**src/rtl/cve2_cg_ctrl_pkg.sv**
```systemverilog
// Shared types and sizing helpers for the core clock-gate controller.
// The run and wake phases never overlap, so one counter serves both.
package cve2_cg_ctrl_pkg;

   typedef enum logic [1:0] {
      CG_ACTIVE    = 2'd0,
      CG_IDLE_WAIT = 2'd1,
      CG_GATED     = 2'd2,
      CG_WAKE      = 2'd3
   } cg_state_e;

   // Wide enough to hold max(idle, wake); callers guarantee both are >= 1.
   function automatic int unsigned cg_cnt_width(input int unsigned idle_cycles,
                                                input int unsigned wake_cycles);
      int unsigned max_cycles;
      max_cycles = (idle_cycles > wake_cycles) ? idle_cycles : wake_cycles;
      return $clog2(max_cycles + 1);
   endfunction

endpackage

```
**src/rtl/cve2_cg_sat_cnt.sv**
```systemverilog
// Saturating up-counter with synchronous clear; clear has priority over enable.
module cve2_cg_sat_cnt #(
   parameter int unsigned W = 32
) (
   input  logic         clk_i,
   input  logic         rst_ni,
   input  logic         clr_i,
   input  logic         en_i,
   output logic [W-1:0] cnt_o
);

   logic [W-1:0] cnt_q;
   logic [W-1:0] cnt_d;

   always_comb begin
      cnt_d = cnt_q;
      if (clr_i) begin
         cnt_d = '0;
      end else if (en_i && (cnt_q != {W{1'b1}})) begin
         cnt_d = cnt_q + W'(1);
      end
   end

   always_ff @(posedge clk_i or negedge rst_ni) begin
      if (!rst_ni) begin
         cnt_q <= '0;
      end else begin
         cnt_q <= cnt_d;
      end
   end

   assign cnt_o = cnt_q;

endmodule

```
**src/rtl/cve2_clock_gate_ctrl.sv**
```systemverilog
// Drives the core clock-gate enable: gates after a run of idle cycles, and on wake
// keeps the clock running for a settling window before pulsing wake_done_o.
module cve2_clock_gate_ctrl
   import cve2_cg_ctrl_pkg::*;
#(
   parameter int unsigned IDLE_CYCLES = 16,
   parameter int unsigned WAKE_CYCLES = 2,
   parameter int unsigned CNT_W       = 32
) (
   input  logic             clk_i,
   input  logic             rst_ni,
   input  logic             cfg_gate_en_i,
   input  logic             core_sleep_i,
   input  logic             wakeup_i,
   input  logic             debug_req_i,
   input  logic             test_en_i,
   input  logic             cnt_clr_i,
   output logic             clk_en_o,
   output logic             gated_o,
   output logic             wake_done_o,
   output logic [CNT_W-1:0] gated_cycles_o
);

   localparam int unsigned    CW        = cg_cnt_width(IDLE_CYCLES, WAKE_CYCLES);
   localparam logic [CW-1:0]  IDLE_LAST = CW'(IDLE_CYCLES - 1);
   localparam logic [CW-1:0]  WAKE_LAST = CW'(WAKE_CYCLES - 1);

   cg_state_e     state_q, state_d;
   logic [CW-1:0] cnt_q, cnt_d;
   logic          clk_en_q, clk_en_d;
   logic          gated_q, gated_d;
   logic          wake_done_q, wake_done_d;
   logic          qualify;
   logic          wake;

   // Wake sources are excluded from qualify, so a conflict always resolves to wake.
   assign qualify = cfg_gate_en_i & core_sleep_i & ~wakeup_i & ~debug_req_i;
   assign wake    = wakeup_i | debug_req_i | ~cfg_gate_en_i;

   always_ff @(posedge clk_i or negedge rst_ni) begin
      if (!rst_ni) begin
         state_q <= CG_ACTIVE;
         cnt_q   <= '0;
      end else begin
         state_q <= state_d;
         cnt_q   <= cnt_d;
      end
   end

   always_comb begin
      state_d = state_q;
      cnt_d   = cnt_q;
      unique case (state_q)
         CG_ACTIVE: begin
            if (qualify) begin
               if (IDLE_CYCLES == 1) begin
                  state_d = CG_GATED;
                  cnt_d   = '0;
               end else begin
                  state_d = CG_IDLE_WAIT;
                  cnt_d   = CW'(1);
               end
            end
         end
         CG_IDLE_WAIT: begin
            if (qualify && (cnt_q == IDLE_LAST)) begin
               state_d = CG_GATED;
               cnt_d   = '0;
            end else if (qualify) begin
               cnt_d = cnt_q + CW'(1);
            end else begin
               state_d = CG_ACTIVE;
               cnt_d   = '0;
            end
         end
         CG_GATED: begin
            if (wake) begin
               state_d = CG_WAKE;
               cnt_d   = '0;
            end
         end
         CG_WAKE: begin
            // Sleep and further wake sources are ignored until the window closes.
            if (cnt_q == WAKE_LAST) begin
               state_d = CG_ACTIVE;
               cnt_d   = '0;
            end else begin
               cnt_d = cnt_q + CW'(1);
            end
         end
         default: begin
            state_d = CG_ACTIVE;
            cnt_d   = '0;
         end
      endcase
   end

   always_comb begin
      clk_en_d    = (state_d != CG_GATED);
      gated_d     = (state_d == CG_GATED);
      wake_done_d = (state_q == CG_WAKE) && (state_d == CG_ACTIVE);
   end

   always_ff @(posedge clk_i or negedge rst_ni) begin
      if (!rst_ni) begin
         clk_en_q    <= 1'b1;
         gated_q     <= 1'b0;
         wake_done_q <= 1'b0;
      end else begin
         clk_en_q    <= clk_en_d;
         gated_q     <= gated_d;
         wake_done_q <= wake_done_d;
      end
   end

   cve2_cg_sat_cnt #(
      .W (CNT_W)
   ) u_gated_cnt (
      .clk_i  (clk_i),
      .rst_ni (rst_ni),
      .clr_i  (cnt_clr_i),
      .en_i   (state_q == CG_GATED),
      .cnt_o  (gated_cycles_o)
   );

   // Scan force-enable bypasses the FSM entirely.
   assign clk_en_o    = clk_en_q | test_en_i;
   assign gated_o     = gated_q;
   assign wake_done_o = wake_done_q;

endmodule

```
**config.mk**
```make
export PLATFORM = sky130hd
export DESIGN_NAME = cve2_clock_gate_ctrl
export DESIGN_NICKNAME = d
export VERILOG_FILES = /design/src/rtl/cve2_cg_ctrl_pkg.sv /design/src/rtl/cve2_cg_sat_cnt.sv /design/src/rtl/cve2_clock_gate_ctrl.sv
export SDC_FILE = /design/constraint.sdc
export NUM_CORES = 1
export LEC_CHECK = 0
export BUFFER_PORTS_ARGS = -buffer_cell sky130_fd_sc_hd__buf_2
export CORE_MARGIN = 2
export CORE_UTILIZATION = 50
export CTS_CLUSTER_SIZE = 14
export DETAILED_ROUTE_END_ITERATION = 10
export GPL_TIMING_DRIVEN = 0
export PLACE_DENSITY = 0.8
export SYNTH_ARGS = -nofsm -noshare
export SYNTH_HDL_FRONTEND = slang
export SYNTH_HIERARCHICAL = 1
export SYNTH_SLANG_ARGS = --single-unit
```
**constraint.sdc**
```tcl
create_clock -name clk_i -period 2.12 [get_ports clk_i]
set_input_delay 0.106 -clock clk_i [delete_from_list [all_inputs] [get_ports clk_i]]
set_output_delay 0.106 -clock clk_i [all_outputs]
set_load 0.03 [all_outputs]
```
# Yosys cells after proc, flatten, opt, wreduce, memory -nomap -nowiden
# Cells that the tools add are included.
# Widths: inputs -> output; s select.
[classes]
bitwise = 9
n_reduce_logical = 7
n_eq_ne = 10
muxes = 14
add_sub_neg = 2
[op_table]
columns = ["cell", "count"]
rows = [
  ["$mux 32", 2],
  ["$add 32x1->32 const B", 1],
  ["$ne 32x32->1 const B", 1],
  ["$mux 5", 5],
  ["$pmux 5 s4", 1],
  ["$mux 2", 5],
  ["$pmux 2 s4", 1],
  ["$eq 2x2->1 const B", 3],
  ["$ne 2x2->1 const B", 3],
  ["$add 5x1->5 const B", 1],
  ["$eq 5x1->1 const B", 1],
  ["$eq 5x4->1 const B", 1],
  ["$logic_not 2->1", 2],
  ["$and 1x1->1", 3],
  ["$logic_and 1x1->1", 3],
  ["$not 1->1", 3],
  ["$or 1x1->1", 3],
  ["$eq 2x1->1 const B", 1],
  ["$reduce_and 2->1", 1],
  ["$reduce_bool 2->1", 1],
]
[word_totals]
out_inout_bits = 35
wordCells = 48
regBits = 42

# Longest topological paths before layout
# Gate-level depths: netlist (run 1).
[depth]
depth_word = 8
depth_mapped = 9
depth_no_buf = 7

# Cells and area by module
# The synthesis (run 1) kept the hierarchy.
[by_module_without_submodules]
columns = ["mod", "seq_area_each_um2", "instances", "cells_per_inst", "area_per_inst_um2"]
rows = [
  ["cve2_cg_sat_cnt", 800.8, 1, 198, 1854.3],
  ["cve2_clock_gate_ctrl", 251.5, 1, 52, 555.5],
]

# Worst setup path after synthesis (run 1)
# OpenSTA, ideal clock, no wires.
[synth_timing]
path_kind = "register to register"
from = "register state_q[1]"
to = "register u_gated_cnt.cnt_q[31] (netlist: u_gated_cnt/cnt_o[31])"
n_path_buf = 2
period_less_slack_ns = 2.242
stages_incl_launch_ff = 9
setup_slack_ns = -0.122
t_arrival_ns = 2.117
cell_sequence = "dfrtp_1 clkbuf_1 nor2b_1 and3_1 nand4_1 a21o_1 buf_2 nor4_1 mux2_2"
[synth_via]
elab_chain_cells = 3
[synth_rtl]
columns = ["element", "line", "rtl"]
rows = [
  ["from (decl)", "cve2_clock_gate_ctrl.sv:28", "cg_state_e state_q, state_d;"],
  ["from (signal assigned)", "cve2_clock_gate_ctrl.sv:45", "state_q <= state_d;"],
  ["$eq 2x2->1", "cve2_clock_gate_ctrl.sv:122", ".en_i (state_q == CG_GATED),"],
  ["$logic_and 1x1->1", "cve2_cg_sat_cnt.sv:19", "end else if (en_i && (cnt_q != {W{1'b1}})) begin"],
  ["$reduce_bool 2->1 (no line)", "-", ""],
  ["to (signal assigned)", "cve2_cg_sat_cnt.sv:28", "cnt_q <= cnt_d;"],
  ["to (decl)", "cve2_cg_sat_cnt.sv:12", "logic [W-1:0] cnt_q;"],
]
# Every way passes these cells.
# A chain may end at the register's enable or synchronous reset.

# Worst setup path after layout (run 1)
[layout_timing]
from = "register u_gated_cnt.cnt_q[1] (netlist: u_gated_cnt/cnt_o[1])"
to = "register u_gated_cnt.cnt_q[3] (netlist: u_gated_cnt/cnt_o[3])"
[layout_via]
elab_chain_cells = 3
[layout_rtl]
columns = ["element", "line"]
rows = [
  ["$add 32x1->32 / $ne 32x32->1 (equally long branches)", "cve2_cg_sat_cnt.sv:20, cve2_cg_sat_cnt.sv:19"],
  ["$mux 32 / $logic_and 1x1->1 (equally long branches)", "cve2_cg_sat_cnt.sv:19"],
  ["$mux 32 / $reduce_bool 2->1 (equally long branches)", "-"],
]
# Parallel ways exist; a longest one is shown, timed or not. The select of a mux whose other input is x is not followed.

==> flow_summary.json, run 1 <==
{
  "cts_buffer_depth": 2,
  "cp_slowest_stage_delay_ns": 0.40,
  "insertedDiodeCount": 0,
  "required_ns": 2.30,
  "synth.cell_area_mm2": 0.00241,
  "postSynthAreaPerCell_um2": 9.64,
  "fin_crit_sh_pct": 97.5,
  "vias": 2143,
  "outcome": "completed",
  "ir_drop_uv": 288,
  "seqCellArea_mm2": 0.00105,
  "dr.pass1.iters": 4,
  "num_rows": 25,
  "h-tree-depth": 2,
  "core_mm2": 0.00469,
  "crit_fanout": 5,
  "hp-class": "input pin to register",
  "fin_cells": 368,
  "synth_warnings": 6,
  "viasPerCell": 5.82,
  "reg2reg_from": "u_gated_cnt/cnt_o[1]",
  "multiInputGateArea_mm2": 0.00132,
  "fmax_mhz": 484,
  "ys_seq_area_share_pct": 43.7,
  "setup_viol": 0,
  "crit_chain": "ha_2 -> nand4_1 -> nor4_4 -> buf_4 -> a31oi_4 -> and3_4 -> mux2_4",
  "synth_edf_count": 0,
  "dpl_cell_area_mm2": 0.00270,
  "synth.largest_area_cell": "dfrtp_1",
  "crit_arrival_ns": 2.25,
  "ys_ff_latch": 42,
  "final_max_slew_viol_count": 0,
  "swShare_pct": 23.2,
  "die_area_mm2": 0.00539,
  "antenna_found_initial": 0,
  "critPathSlowestCell": "dfrtp_1",
  "maxCapViolCount": 0,
  "cts_tree": "yes",
  "synth_cell_types": 55,
  "syn_to_final_growth_pct": 22.3,
  "drc_errors": 0,
  "syn-num-nets": 262,
  "clk_pin_slew_worst_paths_ns": 0.08,
  "cts_buffers": 5,
  "crit_type": "register to register",
  "initial_core_util_pct": 51.4,
  "synth.area.top_cells": "dfrtp_1, nor2_1, xnor2_1",
  "synthCells": 250,
  "ios": 43,
  "cp-start-kind": "register",
  "finalHoldViolCount": 0,
  "end_kind": "register",
  "holdWs_ns": 0.134,
  "die-height_um": 73.4,
  "fin_crit_ns": 2.07,
  "portBuffers": 42,
  "yosysTopAreaCellShare_pct": 42.6,
  "p_int_uw": 1110,
  "hpwl_um": 3740,
  "p_comb_share_pct": 5.9,
  "hold_start": "wakeup_i",
  "ys.flop_type": "dfrtp_1",
  "seq_power_share_pct": 56.8,
  "tightest_slew_ns": 0.940,
  "drt_wl_total_um": 5640,
  "cts-root-buf": "clkbuf_8",
  "grt_overflow": 0,
  "p_switching_uw": 334,
  "synthArstFlopShare_pct": 100,
  "die_w_um": 73.4,
  "pwr-share-clk_pct": 37.3,
  "grt_use_total_pct": 20.9,
  "clock-sinks": 42,
  "crit_buf_inv": 1,
  "grt_pass1_wl_um": 8820,
  "placedCellCount": 346,
  "grt_max_degree": 43,
  "fillCellCount": 387,
  "crit_path_start": "u_gated_cnt/cnt_o[1]",
  "fin_util_pct": 62.8,
  "final_layout_size_suffix_gt1_share_pct": 30.6,
  "cp_top_family": "simple AND/OR/NAND/NOR gates",
  "p_per_area_mw_per_mm2": 488,
  "wl_per_cell_um": 15.3,
  "clk_latency_ns": 0.29,
  "final_cell_area_mm2": 0.00295,
  "finalClockSkew_ns": 0.0106,
  "nets": 325,
  "first_global_vias": 1855,
  "finalPower_uw": 1440,
  "drt-initial-drc-count": 138,
  "slew_headroom_pct": 37.3,
  "gp_congestion": 0.810,
  "leakagePower_uw": 0.00136,
  "drtAntennaViolNets": 0
}
==> metrics by stage <==
step,setup slack (ns),TNS (ns)
detailed placement,-0.362,-2.85
floorplan,-0.00537,-0.00537
finish,0.0521,0
global placement,-0.330,-2.29
CTS,0.00409,0
global route,-0.0269,-0.0904
==> flip-flops by register name (all words and copies together), names as in the netlist <==
signal	cells
u_gated_cnt/cnt_o	32
cnt_q	5
state_q	2
clk_en_q	1
gated_o	1
wake_done_o	1
==> repair_timing <==
action | in CTS | in global routing
pin swaps | 2 | 5
resized for setup | 7 | 8
hold endpoints to repair | 41 | 0
hold buffers | 1 | 0
setup endpoints to repair | 12 | 19
setup buffers | 3 | 10
==> synthesized netlist by cell type, drive strengths merged (2+ instances only) <==
library cell   n
nor4           7
nand2         13
or3            5
nor3b          3
or4            3
ha             4
clkbuf         6
xor2           3
o21ai          5
mux2           7
a31o           2
nand3         14
and4bb         2
nor2b          7
a31oi          3
and2           3
xnor2         10
nand4          7
nor2          33
a211oi         5
nor3           5
a21o           4
o31ai          3
o32ai          3
inv           11
and3           9
buf            3
dfrtp         41
nand2b         2
a21oi         12
==> cells in the final DEF (no fill, tap or decap), drive strengths merged, types with 4 or more instances in the layout <==
cell type  Yosys  final
buf            3     59
dfrtp         41     41
nor2          33     33
nand3         14     14
nand2         13     13
clkbuf         6     13
a21oi         12     12
inv           11     11
xnor2         10     10
and3           9      9
mux2           7      7
nor2b          7      7
nand4          7      7
nor4           7      7
nor3           5      5
a211oi         5      5
or3            5      5
o21ai          5      5
a21o           4      4
ha             4      4
==> power groups by stage <==
stage / Clock [µW] / Sequential, µW / Combinational [µW]
floorplan: 0 / 830 / 49.0
global placement: 0 / 831 / 82.1
detailed placement: 0 / 832 / 84.6
CTS: 551 / 817 / 86.3
global route: 578 / 818 / 96.1
finish: 536 / 818 / 85.4
==> worst min-delay path, cell delays in order <==
cell and delay (ns):
buf_2 0.09, or3b_2 0.14, nor2_1 0.06
==> cell families after synthesis <==
| kind of cell | Yosys count | synth area share (%) |
|---|---|---|
| AO/OA/AOI/OAI | 43 | 13.4 |
| flip-flops | 42 | 43.7 |
| XOR/XNOR | 13 | 4.72 |
| adder cells (fa/ha/maj) | 4 | 2.08 |
| multiplexers | 8 | 3.84 |
| AND/OR/NAND/NOR | 120 | 28.9 |
| buffers and inverters | 20 | 3.37 |
==> worst paths after layout <==
| kind | depth (start not counted) | slack (ns) | endpoint |
|---|---|---|---|
| min reg2reg | 2 | 0.57 | wake_done_o |
| max reg2reg | 7 | 0.05 | u_gated_cnt/cnt_o[3] |
| min in group asynchronous | 2 | 0.50 | u_gated_cnt/cnt_o[7] |
| max in group asynchronous | 2 | 1.04 | cnt_q[4] |
| min | 3 | 0.13 | gated_o |
| max | 7 | 0.05 | u_gated_cnt/cnt_o[3] |
==> metal layers <==
layer  track usage [%]  wire [µm]
met3              3.70        244
met2              33.5       2780
met4              4.85         49
met1              29.5       2560
met5                 0          0
==> layout make-up <==
type	instances	share of cell area (%)
tap	54	2.29
buffer	9	1.83
inverter	11	1.40
timing repair buffer	56	10.8
sequential	42	35.7
clock buffer	8	3.06
multi-input combinational	188	44.9
No activity file was read; power rests on OpenSTA's default activity.
==> inputs of run 2 (changes only) <==
--- a/config.mk
+++ b/config.mk
@@ -12,5 +12,7 @@
 export DETAILED_ROUTE_END_ITERATION = 10
 export GPL_TIMING_DRIVEN = 0
+export HOLD_SLACK_MARGIN = 0.1
 export PLACE_DENSITY = 0.8
+export SETUP_SLACK_MARGIN = 0.05
 export SYNTH_ARGS = -nofsm -noshare
 export SYNTH_HDL_FRONTEND = slang
==> constraint.sdc (replaced) <==
create_clock -name clk_i -period 2.12 [get_ports clk_i]
set_input_delay 0.212 -clock clk_i [delete_from_list [all_inputs] [get_ports clk_i]]
set_output_delay 0.212 -clock clk_i [all_outputs]
set_load 0.03 [all_outputs]
==> flow_summary.json, run 2 (synthesis results as in run 1) <==
{
  "fin_util_pct": 62.6,
  "grt_pass1_wl_um": 9340,
  "final_cell_mix": "buf_2, dfrtp_1, nor2_1, nand2_1, nand3_1",
  "die_w_um": 73.4,
  "ir_drop_uv": 446,
  "finalHoldViolCount": 0,
  "gp_congestion": 0.835,
  "grt_max_degree": 43,
  "core_mm2": 0.00469,
  "end_kind": "register",
  "finalPower_uw": 1430,
  "largest_register_ffs": 32,
  "wl_per_cell_um": 15.4,
  "clock-sinks": 42,
  "die_area_mm2": 0.00539,
  "crit_type": "register to register",
  "dr.pass1.iters": 4,
  "fin_crit_sh_pct": 95.5,
  "insertedDiodeCount": 0,
  "fin_crit_ns": 2.02,
  "clk_latency_ns": 0.30,
  "hp-class": "input pin to register",
  "cts-root-buf": "clkbuf_8",
  "p_per_area_mw_per_mm2": 488,
  "holdWs_ns": 0.251,
  "die-height_um": 73.4,
  "layout_commonest_cell": "buf_2",
  "drc_errors": 0,
  "setup_viol": 0,
  "drt_wl_total_um": 5590,
  "nets": 320,
  "crit_arrival_ns": 2.21,
  "slew_headroom_pct": 39.1,
  "cts_buffers": 5,
  "fmax_mhz": 494,
  "final_max_slew_viol_count": 0,
  "antenna_found_initial": 0,
  "leakagePower_uw": 0.00133,
  "vias": 2094,
  "grt_use_total_pct": 22.2,
  "cts_buffer_depth": 2,
  "ios": 43,
  "syn_to_final_growth_pct": 22.0,
  "crit_fanout": 10,
  "drt-initial-drc-count": 125,
  "clk_pin_slew_worst_paths_ns": 0.08,
  "cts_tree": "yes",
  "maxCapViolCount": 0,
  "pre_cts_ws_ns": -0.256,
  "viasPerCell": 5.77,
  "first_global_vias": 2117,
  "drtAntennaViolNets": 0,
  "initial_core_util_pct": 51.4,
  "fin_ws_ns": 0.0964,
  "rsz0062_at_grt": "yes",
  "portBuffers": 42,
  "tightest_slew_ns": 0.914,
  "cp-start-kind": "register",
  "h-tree-depth": 2,
  "finalClockSkew_ns": 0.0107,
  "grt_overflow": 0,
  "num_rows": 25,
  "final_layout_size_suffix_gt1_share_pct": 31.4,
  "outcome": "completed",
  "fillCellCount": 382,
  "hpwl_um": 3780,
  "required_ns": 2.31
}
[run 2: changes by cell type in the layout (fill, tap and decap cells not counted), sizes merged]
cell    delta
buf        -5
clkinv     +1
clkbuf     -1
[run 2: metrics by stage]
stage | cell area [µm²] | TNS (ns) | std cells
6_report | 2940 | 0 | 363
5_1_grt | 2940 | 0 | 363
4_1_cts | 2870 | 0 | 358
3_5_place_dp | 2700 | -1.58 | 346
3_3_place_gp | 2700 | -1.27 | 346
2_1_floorplan | 2420 | 0 | 250
[run 2: power breakdown]
part           switching [µW]  total [µW]  internal [µW]
clock network             270         533            263
logic                    52.0        85.2           33.2
registers                9.25         816            807
[run 2: area by class of cell]
class,instances,area [µm²],area share [%]
sequential,42,1060,35.9
buffer,9,61.3,2.09
timing repair buffer,51,280,9.54
clock buffer,7,86.3,2.94
multi-input combinational,188,1340,45.6
tap,54,67.6,2.30
clock inverter,1,5.00,0.170
inverter,11,41.3,1.40
[run 2: final timing paths]
path,to,start,slack [ns],cells past startpoint
setup / recovery,u_gated_cnt/cnt_o[3],u_gated_cnt/cnt_o[21],0.1,5
hold / removal,gated_o,wakeup_i,0.25,3
setup reg to reg,u_gated_cnt/cnt_o[3],u_gated_cnt/cnt_o[21],0.1,5
hold reg to reg,cnt_q[2],cnt_q[2],0.57,1
max in group asynchronous,u_gated_cnt/cnt_o[1],rst_ni,0.92,2
min in group asynchronous,u_gated_cnt/cnt_o[2],rst_ni,0.58,2
[run 2: repair_timing]
item / in CTS / in global routing
resized for setup: 9 / 10
hold endpoints to repair: 41 / 0
pin swaps: 4 / 5
endpoints found under the setup margin: 12 / 19
hold buffers: 1 / 0
setup buffers: 3 / 5
[run 2: per-layer routing]
metal | vias up | GRT usage (%) | wire length, µm
met2 | 51 | 37.9 | 2780
met3 | 14 | 4.39 | 256
met1 | 1004 | 27.7 | 2440
met4 | 0 | 8.28 | 119
li1 | 1025 | - | -
met5 | - | 0 | 0
[run 2: worst max-delay path, stage by stage (launching register included)]
cell and delay [ns]:
dfrtp_1 0.46, nand4_2 0.20, nor4_4 0.47, a31oi_4 0.25, and3_4 0.25, mux2_4 0.29
==> inputs of run 3 (changes only) <==
- CORE_UTILIZATION: 50 -> 55
- PLACE_DENSITY: 0.8 -> 0.84
- SYNTH_HIERARCHICAL: 1 -> not set
- clock period: 2.12 -> 2.1 ns (I/O delays scaled with it)
==> flow_summary.json, run 3 <==
{
  "outcome": "finished, violations left",
  "violations": "setup timing",
  "syn-num-nets": 257,
  "fin_cells": 362,
  "grt_use_total_pct": 26.9,
  "drc_errors": 0,
  "h-tree-depth": 2,
  "fin_util_pct": 76.2,
  "p_per_area_mw_per_mm2": 510,
  "cts-root-buf": "clkbuf_8",
  "num_rows": 23,
  "required_ns": 2.28,
  "first_global_vias": 1987,
  "initial_core_util_pct": 57.3,
  "met3_usage_pct": 6.17,
  "drt-initial-drc-count": 304,
  "gp_congestion": 0.800,
  "fin_crit_ns": 2.18,
  "setup_viol": 17,
  "fillCellCount": 245,
  "fin_crit_sh_pct": 104,
  "met1_usage_pct": 36.9,
  "synthCells": 245,
  "postSynthAreaPerCell_um2": 9.42,
  "insertedDiodeCount": 0,
  "crit_type": "register to register",
  "cts_buffer_depth": 2,
  "nets": 323,
  "synth.area.top_cells": "dfrtp_1, a21oi_1, or3_1",
  "cts_tree": "yes",
  "grt_use_met2_pct": 42.4,
  "ios": 43,
  "die_w_um": 68.8,
  "hp-class": "input pin to register",
  "ir_drop_uv": 385,
  "antenna_found_initial": 0,
  "placedCellCount": 336,
  "grt_pass1_wl_um": 9430,
  "ys_seq_area_share_pct": 45.6,
  "die_area_mm2": 0.00473,
  "rsz0062_at_grt": "yes",
  "drt_wl_total_um": 6780,
  "viasPerCell": 6.38,
  "end_kind": "register",
  "wl_per_cell_um": 18.7,
  "final_cell_mix": "buf_2, dfrtp_2, dfrtp_1, a21oi_1",
  "ys.flop_type": "dfrtp_1",
  "largest_register_ffs": 32,
  "cts_buffers": 5,
  "holdWs_ns": 0.367,
  "drtAntennaViolNets": 0,
  "tightest_slew_ns": 0.908,
  "clk_pin_slew_worst_paths_ns": 0.09,
  "leakagePower_uw": 0.00130,
  "syn_to_final_growth_pct": 33.1,
  "synth_edf_count": 0,
  "grt.busiest_layer": "met2",
  "synth.largest_area_cell": "dfrtp_1",
  "fmax_mhz": 459,
  "clk_latency_ns": 0.31,
  "grt_overflow": 0,
  "ys_ff_latch": 42,
  "pre_cts_ws_ns": -0.258,
  "dpl_cell_area_mm2": 0.00262,
  "yosysTopAreaCellShare_pct": 44.5,
  "hpwl_um": 3760,
  "grt_max_degree": 43,
  "fin_ws_ns": -0.0798,
  "cp-start-kind": "register",
  "synth_common_cells": "dfrtp_1, a21oi_1, nand2_1, nor2_1, o21ai_0",
  "vias": 2311,
  "slew_headroom_pct": 39.4,
  "hold_path_depth": 4,
  "synth_cell_types": 48,
  "maxCapViolCount": 0,
  "ff2ff_path_depth": 6,
  "layout_commonest_cell": "buf_2",
  "clock-sinks": 42,
  "portBuffers": 41,
  "final_layout_size_suffix_gt1_share_pct": 43.3,
  "die-height_um": 68.8,
  "synth.cell_area_mm2": 0.00231,
  "final_cell_area_mm2": 0.00307,
  "synthArstFlopShare_pct": 100,
  "finalClockSkew_ns": 0.00925,
  "finalHoldViolCount": 0,
  "dr.pass1.iters": 5,
  "crit_fanout": 9,
  "final_max_slew_viol_count": 0,
  "synth_warnings": 0,
  "crit_arrival_ns": 2.36,
  "core_mm2": 0.00403,
  "synth.most_common_cell": "dfrtp_1"
}
==> run 3: cell types whose count changed after synthesis, sizes merged, moves of 4 or more <==
| cell | delta |
|---|---|
| o31ai | +5 |
| or4 | +7 |
| nand2 | +4 |
| o21ai | +16 |
| or3 | +10 |
| a21oi | +9 |
| and3 | -7 |
| xnor2 | -8 |
| nor2 | -16 |
| mux2 | -4 |
| inv | -5 |
| a211oi | -5 |
==> run 3: critical path, cell delays in order (launching register included) <==
cell	delay, ns
dfrtp_2	0.45
nand4_1	0.24
or3_4	0.50
o311ai_4	0.43
buf_6	0.20
xor2_2	0.15
nor2_1	0.07
==> run 3: logic make-up (layout without fill, tap and decap cells) <==
logic type	count (synthesis)	after routing	synth area share, %
buffers and inverters	16	83	3.63
flip-flops	42	42	45.6
AND/OR/NAND/NOR	114	114	28.2
multiplexers	5	5	2.49
AO/OA/AOI/OAI	58	58	15.6
XOR/XNOR	6	6	2.28
adder cells (fa/ha/maj)	4	4	2.17
==> run 3: final cells by class <==
class | count | area (µm²) | share of cell area, %
buffer | 8 | 67.6 | 2.20
multi-input combinational | 187 | 1340 | 43.7
timing repair buffer | 61 | 383 | 12.5
clock inverter | 3 | 45.0 | 1.47
clock buffer | 5 | 68.8 | 2.24
sequential | 42 | 1080 | 35.2
tap | 50 | 62.6 | 2.04
inverter | 6 | 22.5 | 0.733
==> run 3: worst paths after layout <==
check,start,slack (ns),endpoint
setup / recovery,u_gated_cnt.cnt_o[14],-0.08,u_gated_cnt.cnt_o[14]
hold / removal,wakeup_i,0.37,cnt_q[0]
setup reg to reg,u_gated_cnt.cnt_o[14],-0.08,u_gated_cnt.cnt_o[14]
hold reg to reg,cnt_q[4],0.55,cnt_q[4]
max in group asynchronous,rst_ni,0.91,cnt_q[0]
min in group asynchronous,rst_ni,0.56,u_gated_cnt.cnt_o[13]
==> run 3: metrics by stage <==
stage	TNS, ns	power (µW)
final	-0.551	1570
after CTS	-0.0329	1560
after global routing	-2.47	1610
after detailed placement	-3.44	908
after floorplan	-1.07	874
after global placement	-2.97	905
==> run 3: where the power goes <==
part	switching, µW	internal [µW]	leakage [µW]
sequential	11.1	815	0.000544
clock	316	354	0.0000504
combinational	45.6	25.5	0.000702
==> run 3: repair_timing <==
action | 4_1_cts | 5_1_grt
gates resized for setup | 14 | 33
hold buffers | 1 | 0
endpoints found under the hold margin | 41 | 0
setup buffers | 8 | 9
pin swaps | 8 | 28
cloned | 1 | 1
endpoints found under the setup margin | 26 | 34
==> run 3: metal layers <==
layer | wire length [µm] | up-vias
met5 | 0 | -
met4 | 249 | 0
met3 | 591 | 26
met2 | 3270 | 145
met1 | 2670 | 1107
li1 | - | 1033
